`src/rtl/miner_pkg.sv`:
```
// miner_pkg: widths and receiver state encoding shared by the work-packet path
package miner_pkg;
  localparam int PAYLOAD_BYTES = 44;
  localparam int MIDSTATE_W = 256;
  localparam int DATA_TAIL_W = 96;
  typedef enum logic [1:0] {IDLE, PAYLOAD, CHECK} rx_state_t;
endpackage

```
`src/rtl/rx_byte_strobe.sv`:
```
// rx_byte_strobe: one-cycle strobe on the rising edge of the UART byte-available level
module rx_byte_strobe (
  input  logic clk,
  input  logic reset,
  input  logic rx_ready,
  output logic stb
);
  logic prev;
  // history resets high so a level already present at reset release is not a byte
  always_ff @(posedge clk) prev <= !reset ? 1'b1 : rx_ready;
  assign stb = rx_ready && !prev;
endmodule

```
`src/rtl/work_packet_rx.sv`:
```
// work_packet_rx: deframes sync + 44-byte work packets into midstate/data_tail
// WORK_PACKET_CHECKSUM_EN adds a trailing XOR checksum byte and CHECK state
module work_packet_rx
  import miner_pkg::*;
#(
  parameter int         TIMEOUT_CYCLES = 50000,
  parameter logic [7:0] SYNC_BYTE      = 8'hA5
) (
  input  logic                   clk,
  input  logic                   reset,
  input  logic [7:0]             rx_data,
  input  logic                   rx_ready,
  output logic [MIDSTATE_W-1:0]  midstate,
  output logic [DATA_TAIL_W-1:0] data_tail,
  output logic                   work_valid,
  output logic                   chk_err,
  output logic                   timeout_err,
  output logic                   busy
);
  localparam int TW = $clog2(TIMEOUT_CYCLES + 1);
  localparam int FRAME_W = MIDSTATE_W + DATA_TAIL_W;
`ifdef WORK_PACKET_CHECKSUM_EN
  localparam int ASM_W = FRAME_W;
`else
  localparam int ASM_W = FRAME_W - 8;  // last payload byte goes straight from rx_data
`endif
  rx_state_t state, next_state;
  logic stb, last, tmo, done;
  logic [5:0] cnt;
  logic [TW-1:0] timer;
  logic [ASM_W-1:0] asm_q;
  logic [FRAME_W-1:0] frame;
  rx_byte_strobe u_strobe (.clk, .reset, .rx_ready, .stb);
  assign last = cnt == 6'(PAYLOAD_BYTES - 1);
  assign tmo = state != IDLE && !stb && timer == TW'(TIMEOUT_CYCLES - 1);
`ifdef WORK_PACKET_CHECKSUM_EN
  logic [7:0] csum;
  logic bad;
  assign done = stb && state == CHECK && rx_data == csum;
  assign bad = stb && state == CHECK && rx_data != csum;
  assign frame = asm_q;
  always_ff @(posedge clk)
    if (!reset) begin
      csum <= '0;
      chk_err <= 1'b0;
    end else begin
      chk_err <= bad;
      csum <= stb && state == IDLE ? '0 : stb && state == PAYLOAD ? csum ^ rx_data : csum;
    end
`else
  assign done = stb && state == PAYLOAD && last;
  assign frame = {asm_q, rx_data};
  assign chk_err = 1'b0;
`endif
  always_ff @(posedge clk) state <= !reset ? IDLE : next_state;
  always_comb
    next_state = tmo || done || (stb && state == CHECK) ? IDLE
      : stb && state == IDLE && rx_data == SYNC_BYTE ? PAYLOAD
`ifdef WORK_PACKET_CHECKSUM_EN
      : stb && state == PAYLOAD && last ? CHECK
`endif
      : state;
  always_comb busy = state != IDLE;
  always_ff @(posedge clk)
    if (!reset) begin
      cnt <= '0;
      timer <= '0;
      asm_q <= '0;
      midstate <= '0;
      data_tail <= '0;
      work_valid <= 1'b0;
      timeout_err <= 1'b0;
    end else begin
      work_valid <= done;
      timeout_err <= tmo;
      timer <= stb || state == IDLE ? '0 : timer + 1'b1;
      if (stb && state == IDLE) cnt <= '0;
      else if (stb && state == PAYLOAD) begin
        cnt <= last ? cnt : cnt + 1'b1;
        asm_q <= {asm_q[ASM_W-9:0], rx_data};
      end
      if (done) {midstate, data_tail} <= frame;
    end
endmodule
```
`config.mk`:
```
export PLATFORM = sky130hd
export DESIGN_NAME = work_packet_rx
export DESIGN_NICKNAME = d
export VERILOG_FILES = /design/src/rtl/miner_pkg.sv /design/src/rtl/rx_byte_strobe.sv /design/src/rtl/work_packet_rx.sv
export SDC_FILE = /design/constraint.sdc
export NUM_CORES = 1
export LEC_CHECK = 0
export CORE_MARGIN = 2
export CORE_UTILIZATION = 48
export DETAILED_ROUTE_END_ITERATION = 6
export PLACE_DENSITY = 0.72
export SLEW_MARGIN = 10
export SYNTH_ARGS = -nofsm -noshare
export SYNTH_HDL_FRONTEND = slang
export SYNTH_HIERARCHICAL = 1
export SYNTH_SLANG_ARGS = --single-unit
```
`constraint.sdc`:
```
create_clock -name clk -period 1.67 [get_ports clk]
set_input_delay 0.334 -clock clk [delete_from_list [all_inputs] [get_ports clk]]
set_output_delay 0.334 -clock clk [all_outputs]
set_load 0.005 [all_outputs]
```
# ---- Yosys cells after proc, flatten, opt, wreduce, memory -nomap -nowiden
# Cells that the tools add are included.
dict set report totals {
  in_bits 11
  ff_bits 722
  out_inout_bits 356
  wordCells 34
}
dict set report op_classes {
  reduce_logical 17
  n_addsub 2
  n_eq_ne 3
  n_bitwise 3
}
# operator n
set op_table {}
lappend op_table {{$add 16x1->16 const B} 1}
lappend op_table {{$eq 16x16->1 const B} 1}
lappend op_table {{$eq 8x8->1 const B} 1}
lappend op_table {{$logic_and 1x1->1} 7}
lappend op_table {{$add 6x1->6 const B} 1}
lappend op_table {{$eq 6x6->1 const B} 1}
lappend op_table {{$reduce_or 2->1} 3}
lappend op_table {{$reduce_and 2->1} 2}
lappend op_table {{$not 1->1} 3}
lappend op_table {{$logic_not 1->1} 2}
lappend op_table {{$logic_not 2->1} 1}
lappend op_table {{$logic_or 1x1->1} 2}

# ---- Depth between registers and ports, before layout
# Gate-level depths: netlist (run 1).
dict set report depth {
  ltp_word 7
  mapped_depth 9
  depth_no_buf 5
}

# ---- Modules after synthesis
# The synthesis (run 1) kept the hierarchy.
# mod seq_area_each_um2 area_each_um2 cells_per_inst instances
set modules_own_cells {}
lappend modules_own_cells {work_packet_rx 14433.8 23422.5 2403 1}
lappend modules_own_cells {rx_byte_strobe 20.0 40.0 3 1}

# ---- Least setup slack after synthesis (run 1)
# No wires, ideal clock.
dict set report synth_path {
  kind {input -> register}
  from {in rx_ready}
  to {reg midstate[100]}
  setup_time_ps 117
  slack_ps -70
  t_arrival_ps 1623
  path_buffers 4
  path_stages 9
  required_time_ps 1553
  path_cell_list {nor2b_4 -> and2_1 -> buf_2 -> nand4_1 -> and2_1 -> buf_6 -> buf_6 -> buf_6 -> a22o_1}
}
dict set report synth_via {
  elab_chain_len 3
}
# element line
set synth_lines {}
lappend synth_lines {{start: declaration} work_packet_rx.sv:12} ;# input logic rx_ready,
lappend synth_lines {{$logic_and 1x1->1} rx_byte_strobe.sv:11} ;# assign stb = rx_ready && !prev;
lappend synth_lines {{$logic_and 1x1->1 (2 in series)} work_packet_rx.sv:51} ;# assign done = stb && state == PAYLOAD && last;
lappend synth_lines {{end signal: assignment} work_packet_rx.sv:82} ;# if (done) {midstate, data_tail} <= frame;
lappend synth_lines {{end: declaration} work_packet_rx.sv:13} ;# output logic [MIDSTATE_W-1:0] midstate,
# No other way between the ends.
# A chain may end at the register's enable or synchronous reset.

# ---- Final worst setup path (run 1)
dict set report layout_path {
  from {reg cnt[0]}
  to {reg midstate[73]}
}
dict set report layout_via {
  elab_chain_len 2
}
# element line
set layout_lines {}
lappend layout_lines {{start: declaration} work_packet_rx.sv:29} ;# logic [5:0] cnt;
lappend layout_lines {{start signal: assignment} work_packet_rx.sv:79} ;# cnt <= last ? cnt : cnt + 1'b1;
lappend layout_lines {{$eq 6x6->1} work_packet_rx.sv:34} ;# assign last = cnt == 6'(PAYLOAD_BYTES - 1);
lappend layout_lines {{$logic_and 1x1->1} work_packet_rx.sv:51}
# No other way between the ends.

==> results.py, run 1 <==
metrics = {
    "worst_setup_path": {
        "endpoint_kind": "flip-flop",
        "required_ns": 2.16,
        "r2r_end": "midstate[73]",
        "cp-start-kind": "flip-flop",
        "worst_r2r_path_depth": 10,
        "path_class": "flip-flop to flip-flop",
        "rrSetupSlack_ns": -0.26,
        "path_max_fanout": 5,
        "critical_path_arrival_ns": 2.41,
        "reg2reg_from": "cnt[0]",
    },
    "drt": {
        "drt_iter0_markers": 1816,
        "viasPerCell": 5.642,
        "num_vias": 19882,
        "drc": 0,
        "drtPass1Iterations": 5,
        "ant_nets": 0,
        "routed_wl_mm": 74.30,
        "avgRoutedWirePerCell_microns": 21.08,
    },
    "sta": {
        "timing.hold.ws_ns": 0.3492,
        "setup_viol": 353,
        "max-slew-margin-rel_pct": 65.83,
        "fin_crit_ns": 1.928,
        "finalHoldViolCount": 0,
        "skew_ns": 0.01769,
        "worst_pin_slew_ns": 0.5126,
        "worst_slack_ns": -0.2585,
        "clock.fmax_mhz": 518.5,
        "rsz0062_at_grt": "yes",
        "slew_violations": 0,
        "min_period_over_period_pct": 115.5,
    },
    "hold_path": {
        "hp-class": "primary input to flip-flop",
        "holdPathStages": 2,
        "whs_endpoint": "u_strobe/prev",
        "hold_path.startpoint": "rx_ready",
    },
    "clock_network": {
        "clk_path_buf_depth": 3,
        "clkLatencyLatePin_ns": 0.60,
        "cts_tree": "done",
        "cts_made_buffers": 73,
        "clockRootBuffer": "clkbuf_16",
        "htree_levels": 3,
        "clkTransAtPathRegs_ns": 0.07,
        "cts.sink_count": 722,
    },
    "floorplan": {
        "placementRows": 81,
        "dieArea_sq_um": 50670,
        "die_h_microns": 225.1,
        "core-area_sq_um": 48550,
        "start_util_pct": 48.33,
        "die_w_microns": 225.1,
        "io_pins": 367,
    },
    "yosys": {
        "seq_area_frac_synth_pct": 61.60,
        "syn_area_per_cell_sq_um": 9.752,
        "ys_seq_elements": 722,
        "async_flop_share_pct": 0,
        "synth-main-ff-cell": "dfxtp_1",
        "synthCells": 2406,
        "synth_edf_count": 0,
        "synth_area_sq_um": 23460,
        "synth_nets": 2419,
        "synth_warnings": 6,
        "ys_types": 35,
    },
    "pwr": {
        "fin_total_pwr_mw": 34.59,
        "powerDensity_nw_per_um2": 1058,
        "peakVddDrop_mv": 0.8835,
        "p_leak_nw": 13.67,
    },
    "job": {
        "drv_cap": 0,
    },
    "cells_and_area": {
        "final_common_cell": "nand2_1",
        "final_cell_mix": "694 x nand2_1, 617 x dfxtp_1, 352 x a22o_1, 351 x dlygate4sd2_1, 346 x a21oi_1",
        "multi_input_comb_area_sq_um": 8074,
        "drive_gt1_share_pct": 14.79,
        "nets": 2862,
        "nFillCells": 3630,
        "seqCellArea_sq_um": 14590,
        "area_growth_pct": 39.31,
    },
    "run_status": {
        "violations": "setup timing",
        "outcome": "finished with violations",
    },
    "global_route": {
        "first_global_vias": 19771,
        "overflow": 0,
        "grt_pass1_wl_mm": 112.5,
        "grtUsageTotal_pct": 28.32,
        "grt_max_degree": 105,
        "antenna_found_initial": 1,
    },
    "place": {
        "dpl.hpwl_mm": 41.12,
        "port_buffers": 365,
        "gp_congestion": 0.8552,
    },
}
## cell type report
type                       count  share of cell area [%]
sequential                   722                   44.62
multi-input combinational   1483                   24.70
timing repair buffer         564                   20.79
clock buffer                 113                   6.921
tap                          622                   2.381
clock inverter                14                  0.4938
inverter                       5                 0.08039
antenna                        1                0.007656
## flip-flops by register name, indices dropped and copies added, names as in the netlist
name / cells
asm_q: 344
cnt: 6
data_tail: 96
midstate: 256
state: 1
timeout_err: 1
timer: 16
u_strobe/prev: 1
work_valid: 1
## synth_stat cells (5+ instances only)
cell type / number / area (sq um)
a21oi_1: 346 / 1732
a22o_1: 352 / 3083
and2_1: 7 / 43.79
buf_1: 9 / 33.78
buf_2: 26 / 130.1
buf_4: 18 / 135.1
buf_6: 20 / 225.2
clkbuf_1: 125 / 469.2
dfxtp_1: 722 / 14450
inv_1: 5 / 18.77
nand2_1: 695 / 2609
nand3_1: 5 / 25.02
nand4_1: 9 / 56.30
nor2_1: 21 / 78.83
xor2_1: 13 / 113.9
## how the worst max path moves through the flow
stage / endpoint / start
finish: midstate[73] / cnt[0]
global route: midstate[72] / cnt[0]
CTS: midstate[115] / cnt[0]
detailed placement: midstate[142] / rx_ready
global placement: midstate[138] / rx_ready
floorplan: midstate[100] / rx_ready
## per-layer routing
layer  vias up  track usage [%]  wire, microns
met4         2            10.34           2376
met5         -                0             13
li1       9206                -              -
met3       166            7.366           6194
met1      9668            36.02          30530
met2       840            46.42          35190
## metrics by stage
| step | area (sq um) | setup TNS (ns) | setup slack (ns) | util, % | std cells |
|---|---|---|---|---|---|
| after floorplan | 23470 | -2.850 | -0.01754 | - | 2406 |
| after CTS | 32790 | -61.06 | -0.2484 | 67.54 | 3526 |
| after detailed placement | 28170 | -278.14 | -0.5331 | 58.02 | 3291 |
| after global routing | 32680 | -72.68 | -0.3138 | 67.33 | 3523 |
| after global placement | 28170 | -264.97 | -0.4935 | 58.02 | 3291 |
| final | 32690 | -52.77 | -0.2585 | 67.33 | 3524 |
## timing repair
item                       in CTS  in global routing
cloned                         59                  9
pin swaps                     142                 95
setup endpoints to repair     707                367
resized for setup             574                 29
hold buffers                    0                  0
buffers inserted               50                 10
## worst max-delay path, cell delays in order, from the launching register on
cell     delay (ns)
dfxtp_2        0.35
ha_4           0.13
nor2b_4        0.13
nand4_1        0.11
buf_4          0.17
buf_12         0.12
and2_4         0.17
buf_12         0.15
buf_12         0.13
buf_16         0.13
a22o_1         0.21
## report_power, final
group	switching, mW	internal (mW)
Sequential	0.00103	17.2
Combinational	0.476	0.413
Clock	6.70	9.78
Total	7.18	27.4
## kinds of logic (layout without fill, tap and decap cells)
family / count (synthesis) / count (layout) / synth area share [%]
compound gates: 705 / 705 / 20.74
flops: 722 / 722 / 61.60
mux: 1 / 1 / 0.04266
buf+inv: 203 / 696 / 4.314
other cells: 1 / 2 / 0.01598
fa+ha+maj: 2 / 2 / 0.1066
xor+xnor: 16 / 16 / 0.5973
simple gates: 756 / 758 / 12.58
Power figures use the tool's default switching activity.
==> run 2, diff against run 1 <==
GPL_TIMING_DRIVEN = 0   (was default)
==> run 2 against run 1 <==
Effect of this change: the run still ends with setup timing left; clock skew increased by 0.0040 ns; register-to-register slack about the same; global-route usage decreased by 3.7 points; critical path depth decreased by 2; worst setup slack improved by 0.0046 ns; cell area decreased by 1.8%; first-iteration DRC count decreased by 32%; sequential power about the same; worst hold slack improved by 0.036 ns; critical path type unchanged.
==> results.py, run 2 (synthesis gave the netlist of run 1 again) <==
metrics = {
    "worst_setup_path": {
        "r2r_end": "midstate[73]",
        "crit_slowest_cell": "dfxtp_4",
        "cp_top_family": "simple AND/OR/NAND/NOR gates",
        "critical_path_buf_inv_count": 3,
        "worst_r2r_path_depth": 8,
        "cp-start-kind": "flip-flop",
        "path_max_fanout": 7,
        "critical_path_arrival_ns": 2.40,
        "crit_chain": "ha_4 -> nor2b_4 -> nand4_1 -> and2_4 -> buf_12 -> clkbuf_16 -> clkbuf_16 -> a22o_1",
        "required_ns": 2.15,
        "rrSetupSlack_ns": -0.25,
        "critical-path-max-stage-delay_ns": 0.37,
        "reg2reg_from": "cnt[1]",
        "endpoint_kind": "flip-flop",
        "cp_common_cell": "clkbuf_16",
        "path_class": "flip-flop to flip-flop",
    },
    "pwr": {
        "p_clk_share_pct": 48.4,
        "peakVddDrop_mv": 0.7449,
        "switching_share_pct": 20.41,
        "powerDensity_nw_per_um2": 1076,
        "pwr-share-comb_pct": 1.8,
        "p_leak_nw": 16.97,
        "seqPwrFrac_pct": 49.8,
        "internal_power_mw": 27.49,
        "p_switching_mw": 7.049,
    },
    "global_route": {
        "overflow": 0,
        "grtUsageTotal_pct": 24.60,
        "grt_pass1_wl_mm": 98.66,
        "grt_max_degree": 15,
        "first_global_vias": 18532,
        "antenna_found_initial": 0,
    },
    "sta": {
        "finalHoldViolCount": 0,
        "slew_violations": 0,
        "worst_pin_slew_ns": 0.4937,
        "fin_crit_ns": 1.924,
        "clock.fmax_mhz": 519.8,
        "setup_viol": 354,
        "min_period_over_period_pct": 115.2,
        "rsz0062_at_grt": "yes",
        "skew_ns": 0.02172,
        "worst_slack_ns": -0.2538,
        "max-slew-margin-rel_pct": 66.86,
        "timing.hold.ws_ns": 0.3852,
    },
    "drt": {
        "ant_nets": 0,
        "drc": 0,
        "avgRoutedWirePerCell_microns": 18.73,
        "drtPass1Iterations": 7,
        "viasPerCell": 5.399,
        "routed_wl_mm": 66.54,
        "drt_iter0_markers": 1233,
        "num_vias": 19178,
    },
    "clock_network": {
        "clkTransAtPathRegs_ns": 0.06,
        "cts_made_buffers": 73,
        "clkLatencyLatePin_ns": 0.60,
        "cts_tree": "done",
        "htree_levels": 3,
        "clockRootBuffer": "clkbuf_16",
        "cts.sink_count": 722,
        "clk_path_buf_depth": 3,
    },
    "floorplan": {
        "die_h_microns": 225.1,
        "start_util_pct": 48.33,
        "placementRows": 81,
        "io_pins": 367,
        "die_w_microns": 225.1,
        "dieArea_sq_um": 50670,
        "core-area_sq_um": 48550,
    },
    "place": {
        "placed_cells": 3393,
        "gp_congestion": 0.8665,
        "preCtsSetupSlack_ns": -1.232,
        "dpl.hpwl_mm": 45.78,
        "port_buffers": 365,
    },
    "cells_and_area": {
        "drive_gt1_share_pct": 14.30,
        "largest_register": "asm_q",
        "final_cell_mix": "695 x nand2_1, 640 x dfxtp_1, 352 x a22o_1, 346 x a21oi_1, 274 x dlymetal6s2s_1",
        "largest_reg_flops": 344,
        "diodes": 0,
        "finalNonFillerCells": 3552,
        "area_growth_pct": 36.84,
        "final_common_cell": "nand2_1",
        "postLayoutCoreUtil_pct": 66.14,
        "nets": 2888,
        "top_regs": "asm_q (344), midstate (256), data_tail (96)",
    },
    "hold_path": {
        "hp-class": "primary input to flip-flop",
        "whs_endpoint": "asm_q[6]",
        "holdPathStages": 3,
        "hold_path.startpoint": "rx_data[6]",
    },
    "job": {
        "drv_cap": 0,
    },
    "run_status": {
        "violations": "setup timing",
        "outcome": "finished with violations",
    },
}
[run 2: changes by cell type in the layout (fill, tap and decap cells not counted), moves of 12 or more]
cell	before	now
clkbuf_4	0	12
buf_16	51	1
clkbuf_8	20	8
buf_4	51	34
dfxtp_1	617	640
dlygate4sd2_1	351	79
clkbuf_1	16	31
buf_12	63	8
buf_8	9	21
dlymetal6s2s_1	0	274
clkbuf_2	0	92
dfxtp_2	105	80
[run 2: layer usage]
metal	GRT usage [%]	vias up	wire length [microns]
li1	-	9261	-
met1	30.74	9171	27900
met2	40.26	622	31720
met3	6.871	124	4965
met4	9.720	0	1943
met5	0	-	0
[run 2: power by group through the flow]
| stage | Clock, mW | Sequential [mW] | Combinational, mW |
|---|---|---|---|
| 2_1_floorplan | 0 | 17.6 | 0.283 |
| 3_3_place_gp | 0 | 17.6 | 0.410 |
| 3_5_place_dp | 0 | 17.6 | 0.426 |
| 4_1_cts | 16.9 | 17.2 | 0.451 |
| 5_1_grt | 17.6 | 17.2 | 0.657 |
| 6_report | 16.7 | 17.2 | 0.617 |
[run 2: repair_timing]
item	4_1_cts	5_1_grt
hold buffers	0	0
setup buffers	6	10
resized for setup	179	603
setup endpoints to repair	1053	963
gates cloned	2	15
pin swaps	1	64
[run 2: through the flow]
stage,power [mW],area (sq um),TNS (ns)
6_report,34.54,32110,-60.43
4_1_cts,34.57,30590,-105.92
2_1_floorplan,17.89,23470,-2.850
3_5_place_dp,18.03,27910,-727.40
5_1_grt,35.43,32110,-68.53
3_3_place_gp,18.02,27910,-697.23
[run 2: area by class of cell]
class	instances	area (sq um)
timing repair buffer	398	4785
multi-input combinational	1481	8049
clock inverter	30	362.8
tap	622	778.2
buffer	194	1459
inverter	5	18.77
sequential	722	14560
clock buffer	100	2093
fill	3699	16440
[run 2: tightest hold or removal path, cell delays in order]
cell	delay (ns)
clkdlybuf4s50_1	0.46
nand2_1	0.09
a21oi_1	0.06
[run 2: worst max-delay path by stage]
stage                        from            end  slack [ns]  depth (start not counted)
floorplan                rx_ready  midstate[100]       -0.02                          9
global placement            reset      asm_q[98]       -1.19                          6
detailed placement          reset     asm_q[102]       -1.23                          6
CTS                 u_strobe/prev   midstate[10]       -0.20                          9
global route               cnt[1]   midstate[73]       -0.27                          8
finish                     cnt[1]   midstate[73]       -0.25                          8
